$ cat config.mk
export PLATFORM = sky130hd
export DESIGN_NAME = fb_port_arbiter_flat
export DESIGN_NICKNAME = d
export VERILOG_FILES = /design/src/rtl/fb_port_arbiter_pkg.sv /design/src/rtl/fb_port_arbiter_if.sv /design/src/rtl/fb_clear_engine.sv /design/src/rtl/fb_port_arbiter.sv /design/src/flat_wrapper.sv
export SDC_FILE = /design/constraint.sdc
export NUM_CORES = 1
export LEC_CHECK = 0
export ABC_AREA = 1
export CORE_MARGIN = 2
export CORE_UTILIZATION = 35
export CTS_CLUSTER_DIAMETER = 200
export DETAILED_ROUTE_END_ITERATION = 10
export GPL_ROUTABILITY_DRIVEN = 0
export PLACE_DENSITY = 0.73
export RECOVER_POWER = 25
export SLEW_MARGIN = 20
export SYNTH_ARGS = -nofsm -noshare
export SYNTH_HDL_FRONTEND = slang
export SYNTH_SLANG_ARGS = --single-unit
$ cat constraint.sdc
create_clock -name clk -period 2.3 [get_ports clk]
set_input_delay 0.46 -clock clk [delete_from_list [all_inputs] [get_ports clk]]
set_output_delay 0.46 -clock clk [all_outputs]
set_load 0.02 [all_outputs]
$ cat src/rtl/fb_port_arbiter_pkg.sv
// Shared framebuffer definitions: geometry and the clear-sequencer state encoding.
package fb_pkg;

  localparam int FRAMEBUFFER_SIZE = 640 * 480;
  localparam int FB_ADDR_W        = 19;
  localparam int FB_DATA_W        = 4;

  typedef enum logic {
    IDLE  = 1'b0,
    CLEAR = 1'b1
  } fb_state_t;

endpackage

$ cat src/rtl/fb_port_arbiter_if.sv
// Bus bundle between the arbiter and its clients (scanout, renderer, clear control, RAM).
interface fb_port_arbiter_if #(
  parameter int ADDR_W = 19,
  parameter int DATA_W = 4
);
  logic              vga_req;
  logic [ADDR_W-1:0] vga_addr;
  logic [DATA_W-1:0] vga_data;
  logic              vga_valid;
  logic              wr_valid;
  logic              wr_ready;
  logic [ADDR_W-1:0] wr_addr;
  logic [DATA_W-1:0] wr_data;
  logic              clr_start;
  logic [DATA_W-1:0] clr_index;
  logic              clr_busy;
  logic              clr_done;
  logic [ADDR_W-1:0] ram_addr;
  logic              ram_we;
  logic [DATA_W-1:0] ram_wdata;
  logic [DATA_W-1:0] ram_rdata;

  modport slave (
    input  vga_req, vga_addr, wr_valid, wr_addr, wr_data, clr_start, clr_index, ram_rdata,
    output vga_data, vga_valid, wr_ready, clr_busy, clr_done, ram_addr, ram_we, ram_wdata
  );

  modport master (
    output vga_req, vga_addr, wr_valid, wr_addr, wr_data, clr_start, clr_index, ram_rdata,
    input  vga_data, vga_valid, wr_ready, clr_busy, clr_done, ram_addr, ram_we, ram_wdata
  );
endinterface

$ cat src/rtl/fb_clear_engine.sv
// Clear sequencer: walks clr_ptr from 0 to DEPTH-1, one word per granted cycle.
//   state | meaning
//   IDLE  | no clear running; start is accepted
//   CLEAR | fill in progress; ptr is the next word to write
module fb_clear_engine
  import fb_pkg::*;
#(
  parameter int ADDR_W = 19,
  parameter int DATA_W = 4,
  parameter int DEPTH  = FRAMEBUFFER_SIZE
) (
  input  logic              clk,
  input  logic              reset,
  input  logic              start,
  input  logic              advance,
  input  logic [DATA_W-1:0] index_in,
  output logic              busy,
  output logic [ADDR_W-1:0] ptr,
  output logic              last,
  output logic              done,
  output logic [DATA_W-1:0] index
);

  localparam logic [ADDR_W-1:0] LAST_PTR = ADDR_W'(DEPTH - 1);

  fb_state_t state, state_next;
  logic      accept;

  assign accept = start && (state == IDLE);
  assign busy   = (state == CLEAR);
  assign last   = busy && (ptr == LAST_PTR);

  // State register.
  always_ff @(posedge clk) begin
    if (reset) state <= IDLE;
    else       state <= state_next;
  end

  // Next state: leave CLEAR only once the final word has been written.
  always_comb begin
    state_next = state;
    case (state)
      IDLE:    if (start) state_next = CLEAR;
      CLEAR:   if (advance && last) state_next = IDLE;
      default: state_next = IDLE;
    endcase
  end

  // Pointer holds at DEPTH-1 after the last write so it can never wrap.
  always_ff @(posedge clk) begin
    if (reset)                 ptr <= '0;
    else if (accept)           ptr <= '0;
    else if (advance && !last) ptr <= ptr + 1'b1;
  end

  // Fill value captured only when a clear is accepted.
  always_ff @(posedge clk) begin
    if (reset)       index <= '0;
    else if (accept) index <= index_in;
  end

  // One-cycle completion pulse in the cycle after the last write.
  always_ff @(posedge clk) begin
    if (reset) done <= 1'b0;
    else       done <= advance && last;
  end

endmodule

$ cat src/rtl/fb_port_arbiter.sv
// Single-port framebuffer arbiter: scanout reads always win, then clear, then renderer writes.
module fb_port_arbiter
  import fb_pkg::*;
#(
  parameter int ADDR_W = FB_ADDR_W,
  parameter int DATA_W = FB_DATA_W,
  parameter int DEPTH  = FRAMEBUFFER_SIZE
) (
  input  logic           clk,
  input  logic           reset,
  fb_port_arbiter_if.slave bus
);

  localparam logic [ADDR_W:0] DEPTH_X = (ADDR_W + 1)'(DEPTH);

  logic              clr_advance;
  logic              clr_last;
  logic [ADDR_W-1:0] clr_ptr;
  logic [DATA_W-1:0] clr_fill;

  fb_clear_engine #(
    .ADDR_W (ADDR_W),
    .DATA_W (DATA_W),
    .DEPTH  (DEPTH)
  ) u_clear (
    .clk      (clk),
    .reset    (reset),
    .start    (bus.clr_start),
    .advance  (clr_advance),
    .index_in (bus.clr_index),
    .busy     (bus.clr_busy),
    .ptr      (clr_ptr),
    .last     (clr_last),
    .done     (bus.clr_done),
    .index    (clr_fill)
  );

  assign bus.vga_data = bus.ram_rdata;

  // Read data from the RAM is valid one cycle after the scanout request.
  always_ff @(posedge clk) begin
    if (reset) bus.vga_valid <= 1'b0;
    else       bus.vga_valid <= bus.vga_req;
  end

  // RAM port mux and grants; nothing is granted while reset is held.
  always_comb begin
    bus.ram_addr  = '0;
    bus.ram_we    = 1'b0;
    bus.ram_wdata = '0;
    bus.wr_ready  = 1'b0;
    clr_advance   = 1'b0;
    if (!reset) begin
      if (bus.vga_req) begin
        bus.ram_addr = bus.vga_addr;
      end else if (bus.clr_busy) begin
        bus.ram_addr  = clr_ptr;
        bus.ram_we    = 1'b1;
        bus.ram_wdata = clr_fill;
        clr_advance   = 1'b1;
      end else if (bus.wr_valid) begin
        bus.wr_ready  = 1'b1;
        bus.ram_addr  = bus.wr_addr;
        bus.ram_wdata = bus.wr_data;
        bus.ram_we    = ({1'b0, bus.wr_addr} < DEPTH_X);
      end
    end
  end

endmodule

$ cat src/flat_wrapper.sv
// flat-port wrapper written by rule: the top's interface ports become plain ports
module fb_port_arbiter_flat import fb_pkg::*;
#(
  parameter int ADDR_W = FB_ADDR_W,
  parameter int DATA_W = FB_DATA_W,
  parameter int DEPTH  = FRAMEBUFFER_SIZE
)
  (clk, reset, bus_vga_req, bus_vga_addr, bus_wr_valid, bus_wr_addr, bus_wr_data, bus_clr_start, bus_clr_index, bus_ram_rdata, bus_vga_data, bus_vga_valid, bus_wr_ready, bus_clr_busy, bus_clr_done, bus_ram_addr, bus_ram_we, bus_ram_wdata);
  fb_port_arbiter_if #(.ADDR_W(ADDR_W), .DATA_W(DATA_W)) bus_i ();
  input  logic clk;
  input  logic reset;
  input wire logic [$bits(bus_i.vga_req)-1:0] bus_vga_req;
  input wire logic [$bits(bus_i.vga_addr)-1:0] bus_vga_addr;
  input wire logic [$bits(bus_i.wr_valid)-1:0] bus_wr_valid;
  input wire logic [$bits(bus_i.wr_addr)-1:0] bus_wr_addr;
  input wire logic [$bits(bus_i.wr_data)-1:0] bus_wr_data;
  input wire logic [$bits(bus_i.clr_start)-1:0] bus_clr_start;
  input wire logic [$bits(bus_i.clr_index)-1:0] bus_clr_index;
  input wire logic [$bits(bus_i.ram_rdata)-1:0] bus_ram_rdata;
  output wire logic [$bits(bus_i.vga_data)-1:0] bus_vga_data;
  output wire logic [$bits(bus_i.vga_valid)-1:0] bus_vga_valid;
  output wire logic [$bits(bus_i.wr_ready)-1:0] bus_wr_ready;
  output wire logic [$bits(bus_i.clr_busy)-1:0] bus_clr_busy;
  output wire logic [$bits(bus_i.clr_done)-1:0] bus_clr_done;
  output wire logic [$bits(bus_i.ram_addr)-1:0] bus_ram_addr;
  output wire logic [$bits(bus_i.ram_we)-1:0] bus_ram_we;
  output wire logic [$bits(bus_i.ram_wdata)-1:0] bus_ram_wdata;
  assign bus_i.vga_req = bus_vga_req;
  assign bus_i.vga_addr = bus_vga_addr;
  assign bus_i.wr_valid = bus_wr_valid;
  assign bus_i.wr_addr = bus_wr_addr;
  assign bus_i.wr_data = bus_wr_data;
  assign bus_i.clr_start = bus_clr_start;
  assign bus_i.clr_index = bus_clr_index;
  assign bus_i.ram_rdata = bus_ram_rdata;
  assign bus_vga_data = bus_i.vga_data;
  assign bus_vga_valid = bus_i.vga_valid;
  assign bus_wr_ready = bus_i.wr_ready;
  assign bus_clr_busy = bus_i.clr_busy;
  assign bus_clr_done = bus_i.clr_done;
  assign bus_ram_addr = bus_i.ram_addr;
  assign bus_ram_we = bus_i.ram_we;
  assign bus_ram_wdata = bus_i.ram_wdata;
  fb_port_arbiter #(.ADDR_W(ADDR_W), .DATA_W(DATA_W), .DEPTH(DEPTH)) u_core (.clk(clk), .reset(reset), .bus(bus_i));
endmodule
After elaboration in Yosys (flattened, before gate mapping)
Index checks and enable logic that the tools add are counted.
- register bits after elaboration: 26
- bits of input ports: 55
- output and inout bits: 32
- logic and storage cells: 37
- $add $sub $neg: 1
- magnitude comparators: 1
- equality and inequality tests: 1
- muxes and demuxes: 22
- bitwise gates (word level): 1
- reductions and logical operators: 6
- operator list (operator ; count):
    $mux 19 ; 4
    $add 19x1->19 const B ; 1
    $eq 19x19->1 const B ; 1
    $lt 19x19->1 const B ; 1
    $mux 4 ; 4
    $mux 1 ; 13
    $logic_and 1x1->1 ; 4
    $pmux 1 s2 ; 1
    $reduce_or 2->1 ; 1
    $logic_not 1->1 ; 1
    $not 1->1 ; 1

Logic depth before layout (Yosys ltp)
Gate-level depths: netlist (run 1).
- depth in word-level cells: 6
- depth in mapped cells: 10
- gate-level depth less buffers: 10

Hierarchy
Synthesis (run 1) repeated with hierarchy kept, for this count alone.
- cells, all modules: 342
- area total of the unflattened synthesis: 1996.9 sq um
- modules (own cells, without submodules) (module ; times used ; cells an instance ; area an instance (sq um) ; sequential area each (sq um)):
    fb_clear_engine ; 1 ; 217 ; 1396.3 ; 500.5
    fb_port_arbiter ; 1 ; 125 ; 600.6 ; 20.0

Worst setup path after synthesis (run 1)
Ideal clock, no wire load.
- path type: flip-flop to output port
- start: reg u_core.u_clear.state (netlist: u_core.u_clear.busy)
- end: out bus_ram_wdata[0]
- arrival time: 1.482 ns
- required time: 1.840 ns
- path slack: 0.358 ns
- cell stages (with the launch flop): 5
- path through: dfxtp_1 -> buf_2 -> clkbuf_1 -> nor2_1 -> a22o_1
- word-level cells in the longest chain between the ends: 3
- RTL lines (item ; line ; text):
    from (decl) ; fb_clear_engine.sv:26 ; fb_state_t state, state_next;
    from (signal assigned) ; fb_clear_engine.sv:36 ; else state <= state_next;
    $mux 4 ; fb_port_arbiter.sv:56 ; end else if (bus.clr_busy) begin
    $mux 4 ; fb_port_arbiter.sv:54 ; if (bus.vga_req) begin
    $mux 4 ; fb_port_arbiter.sv:53 ; if (!reset) begin
    to (decl) ; flat_wrapper.sv:27 ; output wire logic [$bits(bus_i.ram_wdata)-1:0] bus_ram_wdata;
Every way passes these cells.

Final worst setup path (run 1)
- start: in bus_wr_valid
- end: out bus_ram_addr[15]
- word-level cells in the longest chain between the ends: 4
- RTL lines (item ; line ; text):
    from (decl) ; flat_wrapper.sv:14 ; input wire logic [$bits(bus_i.wr_valid)-1:0] bus_wr_valid;
    $mux 19 ; fb_port_arbiter.sv:61 ; end else if (bus.wr_valid) begin
    $mux 19 ; fb_port_arbiter.sv:56 ;
    $mux 19 ; fb_port_arbiter.sv:54 ;
    $mux 19 ; fb_port_arbiter.sv:53 ;
    to (decl) ; flat_wrapper.sv:25 ; output wire logic [$bits(bus_i.ram_addr)-1:0] bus_ram_addr;
Every way passes these cells.

==> run_results.csv, run 1 <==
group,metric,value,unit
run_status,outcome,"complete, no violations",
logic_synthesis,synth_mux_area_share,0,%
logic_synthesis,syn_area_per_cell,6.385,um^2
logic_synthesis,synth-compound-area-share,24.43,%
sta,slew-limit-headroom,66.79,%
routing,avgViaCountPerCell,5.011,
sta,rsz0062_at_grt,"false",
logic_synthesis,seq_area_frac_synth,25.47,%
critical_path,cp.required,1.84,ns
critical_path,crit_fanout,6,
die,start_util,36.66,%
sta,maxSlewViolCount,0,
run,drv_cap,0,
layout,fillCellCount,551,
clock_tree,htree_levels,1,
layout,syn2layout_area_growth,47.52,%
logic_synthesis,yosys_warnings,0,
critical_path,arrival,1.80,ns
routing,routedWlPerCell,13.65,um
critical_path,rr_startpoint,"u_core.u_clear.busy$_SDFF_PP0_",
place,io_buffers,78,
clock_tree,clockBufferDepth,2,
power,p_total,0.001087,W
sta,hold_violations,0,
die,die_height,80.41,um
sta,finalCriticalPeriod,2.256,ns
die,die_w,80.41,um
layout,final_common_cell,"nand2_1",
routing,drtIter0Drc,121,
power,power.leakage,1.121,nW
clock_tree,clk_latency,0.27,ns
clock_tree,clk_pin_slew_worst_paths,0.10,ns
routing,wirelength,6.497,mm
sta,finClkSkew,0.003862,ns
layout,layout_common_cells,"81 x nand2_1, 48 x clkdlybuf4s50_1, 43 x a21oi_1",
layout,diodes,0,
critical_path,critPathKind,"in2out",
grt,grt_pass1_vias,2265,
logic_synthesis,synth_top_family_by_area,"simple AND/OR/NAND/NOR gates",
grt,grt_max_degree,22,
layout,drive_above_1_share,18.32,%
routing,drtAntennaViolNets,0,
grt,grt_pass1_wl,10.56,mm
logic_synthesis,yosysTopAreaCell,"dfxtp_1",
die,die-area,6465,um^2
logic_synthesis,ys_types,32,
critical_path,setup.worst_path.start,"bus_wr_valid",
power,p_per_area,360.5,nW/um^2
routing,via_count,2385,
critical_path,cp-start-kind,"primary input",
logic_synthesis,syn_nets,376,
clock_tree,cts_buffers,3,
sta,worstMarginPinSlew,0.4981,ns
sta,setup_violations,0,
worst_hold_path,hold_path.startpoint,"reset",
clock_tree,cts_root_buf,"clkbuf_8",
logic_synthesis,yosys.area_share.simple,34.54,%
sta,fmax,443.2,MHz
routing,firstDrtPassIters,4,
grt,track_usage,20.52,%
clock_tree,clkSinkCount,26,
grt,antenna_found_initial,0,
critical_path,cp-end-kind,"output port",
logic_synthesis,netlist_area,2043,um^2
logic_synthesis,ys_ff_latch,26,
routing,drt_drc_violations_left,0,
die,coreArea,5574,um^2
die,io-pin-count,87,
place,place_hpwl,5.229,mm
logic_synthesis,synthAdderAreaFrac,0.6124,%
logic_synthesis,synth.top_cell.area_share,25.47,%
power,irDropWorstVdd,0.2009,mV
worst_hold_path,hold_class,"in2reg",
layout,fin_nets,461,
clock_tree,cts_tree,"done",
logic_synthesis,synth_cells,320,
sta,finalCritPeriodShare,98.10,%
grt,overflow,0,
die,num_rows,27,
logic_synthesis,synthTopCellsByArea,"dfxtp_1 25%, nand2_1 15%, a21oi_1 11%, o21ai_0 6.9%, nor2_1 6.6%",
logic_synthesis,synthXorXnorAreaFrac,4.287,%
sta,whs,0.4831,ns
state kept, by name, indices dropped and copies added (netlist names):
signal                flops
u_core.bus.vga_valid      1
u_core.u_clear.busy       1
u_core.u_clear.done       1
u_core.u_clear.index      4
u_core.u_clear.ptr       19
per-layer routing:
metal | track usage [%] | up-vias | share of wire (%)
met5 | 0 | - | 0
met4 | 4.915 | 0 | 1.3
met3 | 3.146 | 6 | 7.9
met2 | 33.67 | 96 | 47
met1 | 28.12 | 1064 | 44
li1 | - | 1219 | -
through the flow:
step / setup WS (ns) / instance area, um^2 / utilization, % / std cells / setup TNS (ns)
2_1_floorplan: 0.3578 / 2043 / - / 320 / 0
3_3_place_gp: -0.3104 / 2984 / 53.54 / 472 / -6.338
3_5_place_dp: -0.3460 / 2984 / 53.54 / 472 / -7.146
4_1_cts: 0.001612 / 3055 / 54.81 / 476 / 0
5_1_grt: 0.006395 / 3014 / 54.07 / 476 / 0
6_report: 0.04365 / 3014 / 54.07 / 476 / 0
layout make-up:
class	instances	area [um^2]	area share [%]
inverter	22	92.59	3.072
sequential	26	520.5	17.27
multi-input combinational	253	1305	43.30
tap	72	90.09	2.989
clock buffer	4	55.05	1.826
timing repair buffer	99	950.9	31.55
cell families (layout without fill, tap and decap cells):
group / after synthesis / after routing
AND/OR/NAND/NOR: 154 / 154
XOR/XNOR: 10 / 10
AO/OA/AOI/OAI: 88 / 88
buffers and inverters: 41 / 125
adder cells (fa/ha/maj): 1 / 1
flip-flops: 26 / 26
critical path, cell delays in order:
cell and delay (ns):
clkdlybuf4s50_1 0.48, inv_1 0.07, nor2_4 0.11, buf_4 0.16, nand2_1 0.06, a21oi_1 0.12
clkdlybuf4s15_1 0.34
power by group:
part           internal [W]  switching, W
combinational      0.000162      0.000150
sequential         0.000459    0.00000895
clock              0.000153      0.000154
cells in the mapped netlist:
| cell type | count |
|---|---|
| nand3_1 | 14 |
| nand2_1 | 81 |
| clkbuf_8 | 1 |
| xnor2_1 | 6 |
| xor2_1 | 4 |
| nand3_2 | 2 |
| nor2_2 | 3 |
| buf_2 | 4 |
| o21ai_0 | 28 |
| nand3_4 | 1 |
| inv_2 | 2 |
| buf_6 | 1 |
| nor3_1 | 1 |
| nor2_4 | 4 |
| a31oi_1 | 1 |
| nand2_2 | 3 |
| clkinv_4 | 1 |
| buf_4 | 4 |
| a21boi_0 | 1 |
| nand4_1 | 6 |
| inv_6 | 1 |
| inv_1 | 18 |
| o211ai_1 | 1 |
| a21oi_1 | 43 |
| buf_12 | 1 |
| nor2_1 | 36 |
| ha_1 | 1 |
| clkbuf_1 | 8 |
| a22o_1 | 4 |
| dfxtp_1 | 26 |
| nand2_4 | 3 |
| a21oi_2 | 10 |
final timing paths:
| path | to | slack (ns) | cells after the start |
|---|---|---|---|
| max | bus_ram_addr[15] | 0.04 | 7 |
| min reg2reg | u_core.u_clear.ptr[16]$_SDFFE_PP0P_ | 0.53 | 2 |
| max reg2reg | u_core.u_clear.ptr[17]$_SDFFE_PP0P_ | 0.51 | 9 |
| min | u_core.bus.vga_valid$_SDFF_PP0_ | 0.48 | 2 |
what timing repair did:
item | CTS | global route
setup buffers | 0 | 0
resized for setup | 64 | 16
hold buffers | 0 | 0
pin swaps | 0 | 0
hold endpoints to repair | 0 | 0
setup endpoints to repair | 25 | 24
Power figures use the tool's default switching activity.
==> run 2: changes to the inputs <==
--- a/config.mk
+++ b/config.mk
@@ -13,6 +13,7 @@
 export GPL_ROUTABILITY_DRIVEN = 0
 export PLACE_DENSITY = 0.73
 export RECOVER_POWER = 25
+export SKIP_LAST_GASP = 1
 export SLEW_MARGIN = 20
 export SYNTH_ARGS = -nofsm -noshare
 export SYNTH_HDL_FRONTEND = slang
==> run 2 against run 1 <==
Effect of this change:
- cell area is 0.17% lower
- core utilization shrank 0.090 points
- worst hold slack worse by 0.018 ns
- non-clock buffer count is the same
- combinational power hardly changed
- clock skew about the same
- clock-buffer cell count did not move
- sequential share of layout area hardly changed
- clock power about the same
- routed wire length hardly changed
- largest cell class unchanged
- highest routed layer unchanged
==> run_results.csv, run 2 (synthesis gave the netlist of run 1 again) <==
group,metric,value,unit
power,p_per_area,360.8,nW/um^2
power,p_int,0.0007726,W
sta,hold_violations,0,
routing,routed-wl-met3,462,um
layout,layout_common_cells,"81 x nand2_1, 48 x clkdlybuf4s50_1, 43 x a21oi_1",
routing,via_count,2381,
power,seq_power_share,43.0,%
die,start_util,36.66,%
place,place_area,2984,um^2
clock_tree,clkSinkCount,26,
grt,grt_max_degree,22,
critical_path,max_stage_delay,0.48,ns
power,p_switching,0.0003130,W
sta,finalCriticalPeriod,2.299,ns
run,drv_cap,0,
layout,fillCellCount,551,
clock_tree,hold_buffers,0,
layout,syn2layout_area_growth,47.28,%
clock_tree,htree_levels,1,
power,pwr-share-clk,28.3,%
grt,antenna_found_initial,0,
layout,drive_above_1_share,18.32,%
die,die-area,6465,um^2
clock_tree,cts_buffers,3,
run_status,outcome,"complete, no violations",
die,die_w,80.41,um
critical_path,critPathKind,"in2out",
grt,track_usage,20.49,%
critical_path,rrSetupSlack,0.52,ns
grt,overflow,0,
routing,wirelength,6.493,mm
clock_tree,cts_tree,"done",
routing,routedWlPerCell,13.64,um
grt,grt_pass1_wl,10.54,mm
layout,reg.largest.list,"u_core.u_clear.ptr: 19 flops, u_core.u_clear.index: 4 flops",
routing,drt_drc_violations_left,0,
routing,wl_met2,3.075,mm
die,die_height,80.41,um
routing,top_layer,"met4",
critical_path,cpMaxStageDelayCell,"clkdlybuf4s50_1",
place,place_hpwl,5.229,mm
clock_tree,cts_root_buf,"clkbuf_8",
routing,wl_met1,2.856,mm
sta,worstMarginPinSlew,0.4988,ns
power,sw_frac_of_total,28.83,%
critical_path,cp.required,1.84,ns
die,coreArea,5574,um^2
die,num_rows,27,
grt,grt_pass1_vias,2264,
routing,drtIter0Drc,98,
sta,fin_setup_tns,0,ns
routing,firstDrtPassIters,4,
power,combPwrFrac,28.6,%
routing,avgViaCountPerCell,5.002,
layout,largest_register,"u_core.u_clear.ptr",
critical_path,worstPathCellList,"clkdlybuf4s50_1 > inv_1 > nor2_4 > buf_4 > nand2_1 > a21oi_1 > clkdlybuf4s15_1",
power,irDropWorstVdd,0.2016,mV
layout,diodes,0,
layout,fin_area,3009,um^2
sta,whs,0.4656,ns
worst_hold_path,hold_class,"in2reg",
layout,largest_reg_flops,19,
sta,slew-limit-headroom,66.75,%
critical_path,cp-start-kind,"primary input",
power,power.leakage,1.122,nW
critical_path,cp-end-kind,"output port",
layout,fin_nets,461,
clock_tree,clockBufferDepth,2,
critical_path,arrival,1.84,ns
sta,fmax,435.1,MHz
sta,maxSlewViolCount,0,
sta,finClkSkew,0.004203,ns
sta,setup_violations,0,
place,io_buffers,78,
sta,finalCritPeriodShare,99.94,%
routing,drtAntennaViolNets,0,
sta,rsz0062_at_grt,"true",
clock_tree,clk_pin_slew_worst_paths,0.10,ns
critical_path,crit_fanout,6,
layout,final_common_cell,"nand2_1",
die,io-pin-count,87,
clock_tree,clk_latency,0.27,ns
[run 2: cell count changes in the layout (fill, tap and decap cells not counted)]
cell,change
clkdlybuf4s15_1,-1
inv_1,+1
clkbuf_2,+2
buf_2,-1
inv_2,-1
[run 2: per-layer routing]
metal,GRT usage [%],vias up
li1,-,1218
met1,28.05,1065
met2,33.67,90
met3,3.146,8
met4,4.915,0
met5,0,-
[run 2: path summary, 6_finish.rpt]
path	end	start	depth (start not counted)
hold reg to reg	u_core.u_clear.ptr[16]$_SDFFE_PP0P_	u_core.u_clear.ptr[16]$_SDFFE_PP0P_	2
setup / recovery	bus_ram_addr[16]	bus_wr_valid	7
setup reg to reg	u_core.u_clear.ptr[17]$_SDFFE_PP0P_	u_core.u_clear.busy$_SDFF_PP0_	9
hold / removal	u_core.bus.vga_valid$_SDFF_PP0_	reset	2
[run 2: area by class of cell]
| type | instances | area, um^2 | share of cell area [%] |
|---|---|---|---|
| inverters | 22 | 92.59 | 3.077 |
| multi-input cells | 253 | 1305 | 43.37 |
| clock buffers | 4 | 55.05 | 1.830 |
| repair buffers | 99 | 945.9 | 31.43 |
| flip-flops and latches | 26 | 520.5 | 17.30 |
| well taps | 72 | 90.09 | 2.994 |
[run 2: timing repair]
item / in CTS / in global routing
setup buffers: 0 / 0
pin swaps: 0 / 1
endpoints found under the hold margin: 0 / 0
resized for setup: 61 / 18
endpoints found under the setup margin: 25 / 23
[run 2: metrics by stage]
| step | util [%] | power, W | std cells | setup WS [ns] |
|---|---|---|---|---|
| 3_3_place_gp | 53.54 | 0.0008023 | 472 | -0.3104 |
| 2_1_floorplan | - | 0.0006206 | 320 | 0.3578 |
| 6_report | 53.98 | 0.001086 | 476 | 0.001415 |
| 3_5_place_dp | 53.54 | 0.0008041 | 472 | -0.3460 |
| 4_1_cts | 54.77 | 0.001102 | 476 | -0.07062 |
| 5_1_grt | 53.98 | 0.001137 | 476 | -0.07104 |
[run 2: worst max-delay path: cells and delay by family]
| family | cells | cell delay [ns] |
|---|---|---|
| and+or+nand+nor | 2 | 0.17 |
| buffers and inverters | 4 | 1.05 |
| AOI/OAI and AO/OA | 1 | 0.17 |
[run 2: power by group through the flow]
stage	Combinational (W)	Clock, W	Sequential (W)
after floorplan	0.000145	0	0.000475
after global placement	0.000325	0	0.000477
after detailed placement	0.000327	0	0.000477
after CTS	0.000318	0.000318	0.000467
after global routing	0.000338	0.000330	0.000469
final	0.000311	0.000307	0.000467
==> run 3: changes to the inputs <==
--- a/config.mk
+++ b/config.mk
@@ -6,15 +6,16 @@
 export NUM_CORES = 1
 export LEC_CHECK = 0
 export ABC_AREA = 1
-export CORE_MARGIN = 2
+export CORE_MARGIN = 4
 export CORE_UTILIZATION = 35
 export CTS_CLUSTER_DIAMETER = 200
 export DETAILED_ROUTE_END_ITERATION = 10
 export GPL_ROUTABILITY_DRIVEN = 0
-export PLACE_DENSITY = 0.73
+export PLACE_DENSITY = 0.74
 export RECOVER_POWER = 25
 export SKIP_LAST_GASP = 1
 export SLEW_MARGIN = 20
 export SYNTH_ARGS = -nofsm -noshare
 export SYNTH_HDL_FRONTEND = slang
+export SYNTH_HIERARCHICAL = 1
 export SYNTH_SLANG_ARGS = --single-unit
==> run 3 against run 2 <==
Effect of this change:
- fmax up 0.32%
- power down 1.2%
- sequential power down 1%
- clock skew down 0.0019 ns
- critical path depth unchanged
- first-iteration DRC count up 34%
- cell count up 5.0%
- core utilization down 1.7 points
- non-clock buffer count up 1
- critical path type unchanged
- largest cell class unchanged
- highest routed layer unchanged
==> run_results.csv, run 3 <==
group,metric,value,unit
clock_tree,postCtsSetupBuffers,0,
layout,fin_nets,485,
layout,final_core_util,52.26,%
critical_path,path_delay_family,"buffers and inverters",
critical_path,cp-end-kind,"output port",
layout,reg.largest.list,"u_core/u_clear/ptr: 19 flops, u_core/u_clear/index: 4 flops",
routing,drtIter0Drc,131,
layout,drive_above_1_share,15.89,%
worst_hold_path,hold_class,"reg2reg",
clock_tree,cts_buffers,3,
critical_path,cp.required,1.84,ns
critical_path,cp.buffers_inverters,4,
sta,fmax,436.5,MHz
power,power.leakage,1.237,nW
power,sw_frac_of_total,28.76,%
grt,grt_pass1_wl,10.27,mm
sta,rsz0062_at_grt,"true",
run,drv_cap,0,
layout,syn2layout_area_growth,44.38,%
critical_path,worstPathCellList,"clkdlybuf4s50_1 > inv_1 > nor2_2 > buf_4 > nand2_1 > a21oi_1 > clkdlybuf4s15_1",
clock_tree,clkSinkCount,26,
critical_path,max_stage_delay,0.46,ns
logic_synthesis,synth_cells,341,
grt,grt_max_degree,15,
routing,wirelength,6.209,mm
sta,worstMarginPinSlew,0.2969,ns
power,p_int,0.0007645,W
sta,fin_setup_tns,0,ns
die,io-pin-count,87,
critical_path,arrival,1.83,ns
power,pwr-share-clk,28.0,%
place,io_buffers,78,
clock_tree,htree_levels,1,
power,seq_power_share,43.1,%
die,start_util,36.20,%
power,irDropWorstVdd,0.2505,mV
sta,finalCriticalPeriod,2.291,ns
sta,finalCritPeriodShare,99.62,%
routing,drtAntennaViolNets,0,
clock_tree,cts_root_buf,"clkbuf_8",
layout,layout_common_cells,"94 x nand2_1, 54 x a21oi_1, 51 x nor2_1",
critical_path,cp-start-kind,"primary input",
logic_synthesis,netlist_area,1993,um^2
layout,largest_reg_flops,19,
critical_path,cpMaxStageDelayCell,"clkdlybuf4s50_1",
clock_tree,clk_latency,0.27,ns
routing,firstDrtPassIters,4,
grt,antenna_found_initial,0,
layout,largest_register,"u_core/u_clear/ptr",
die,die_height,83.47,um
die,num_rows,27,
grt,overflow,0,
critical_path,critPathKind,"in2out",
routing,routedWlPerCell,12.42,um
logic_synthesis,syn_nets,397,
sta,setup_violations,0,
die,die_w,83.47,um
die,coreArea,5507,um^2
power,combPwrFrac,28.9,%
logic_synthesis,yosys_warnings,6,
clock_tree,clockBufferDepth,2,
clock_tree,hold_buffers,0,
routing,drt_drc_violations_left,0,
place,place_hpwl,5.118,mm
sta,finClkSkew,0.002268,ns
grt,grt_pass1_vias,2325,
clock_tree,clk_pin_slew_worst_paths,0.09,ns
critical_path,crit_fanout,12,
grt,track_usage,17.39,%
routing,avgViaCountPerCell,4.872,
sta,maxSlewViolCount,0,
sta,slew-limit-headroom,80.18,%
layout,diodes,0,
sta,hold_violations,0,
die,die-area,6966,um^2
layout,final_common_cell,"nand2_1",
layout,fillCellCount,565,
power,p_per_area,372.9,nW/um^2
clock_tree,cts_tree,"done",
run_status,outcome,"complete, no violations",
power,p_switching,0.0003086,W
routing,via_count,2436,
logic_synthesis,syn_area_per_cell,5.845,um^2
## run 3: cell count changes in the layout (fill, tap and decap cells not counted), sizes merged, moves of 5 or more
cell           change
o21ai              -7
nand4              -5
nand2             +11
nor2              +15
clkbuf            +15
inv               +10
nand3              +7
xnor2              -6
clkdlybuf4s15     -12
## run 3: cell type report
class                   instances  area (um^2)  area share (%)
clock buffers                   4        55.05           1.913
inverters                      31        116.4           4.043
multi-input cells             267         1250           43.43
flip-flops and latches         26        520.5           18.09
well taps                      72        90.09           3.130
repair buffers                100        845.8           29.39
## run 3: path summary, 6_finish.rpt
kind	endpoint	from	depth (start not counted)	slack, ns
hold / removal	u_core/u_clear/index[0]$_SDFFE_PP0P_	u_core/u_clear/index[0]$_SDFFE_PP0P_	2	0.47
setup / recovery	bus_ram_addr[16]	bus_wr_valid	7	0.009
hold reg to reg	u_core/u_clear/index[0]$_SDFFE_PP0P_	u_core/u_clear/index[0]$_SDFFE_PP0P_	2	0.47
setup reg to reg	u_core/u_clear/ptr[18]$_SDFFE_PP0P_	u_core/u_clear/busy$_SDFF_PP0_	12	0.46
## run 3: power by group through the flow
stage	combinational [W]	clock, W	sequential, W
6_report	0.000311	0.000300	0.000462
4_1_cts	0.000321	0.000314	0.000462
3_5_place_dp	0.000338	0	0.000473
2_1_floorplan	0.000151	0	0.000476
5_1_grt	0.000339	0.000334	0.000464
3_3_place_gp	0.000334	0	0.000473
## run 3: timing repair
action / CTS / global route
gates cloned: 0 / 0
resized for setup: 30 / 41
endpoints found under the setup margin: 25 / 24
## run 3: worst register-to-register path: stages (launching register included)
cell	delay, ns
dfxtp_1	0.38
buf_4	0.20
nand2_1	0.10
inv_2	0.10
buf_4	0.19
inv_2	0.08
buf_4	0.15
nor2_1	0.15
nand3_1	0.10
nor2_1	0.15
nand2_1	0.06
nand2_1	0.06
nor2_1	0.04
## run 3: metal layers
metal	share of wire (%)	global-route usage, %	wire length (um)
met1	42	20.72	2608
met2	48	30.90	2968
met3	9.0	4.738	559
met4	1.2	4.240	72
met5	0	0	0
## run 3: through the flow
step | setup WS (ns) | area, um^2 | total power [W] | hold slack [ns] | std cells
after floorplan | 0.4634 | 1993 | 0.0006269 | 0.4349 | 341
after global placement | -0.2526 | 2935 | 0.0008070 | 0.4508 | 496
after detailed placement | -0.2970 | 2935 | 0.0008105 | 0.4516 | 496
after CTS | -0.02519 | 2965 | 0.001097 | 0.4652 | 500
after global routing | -0.07837 | 2878 | 0.001137 | 0.4872 | 500
final | 0.008816 | 2878 | 0.001073 | 0.4665 | 500
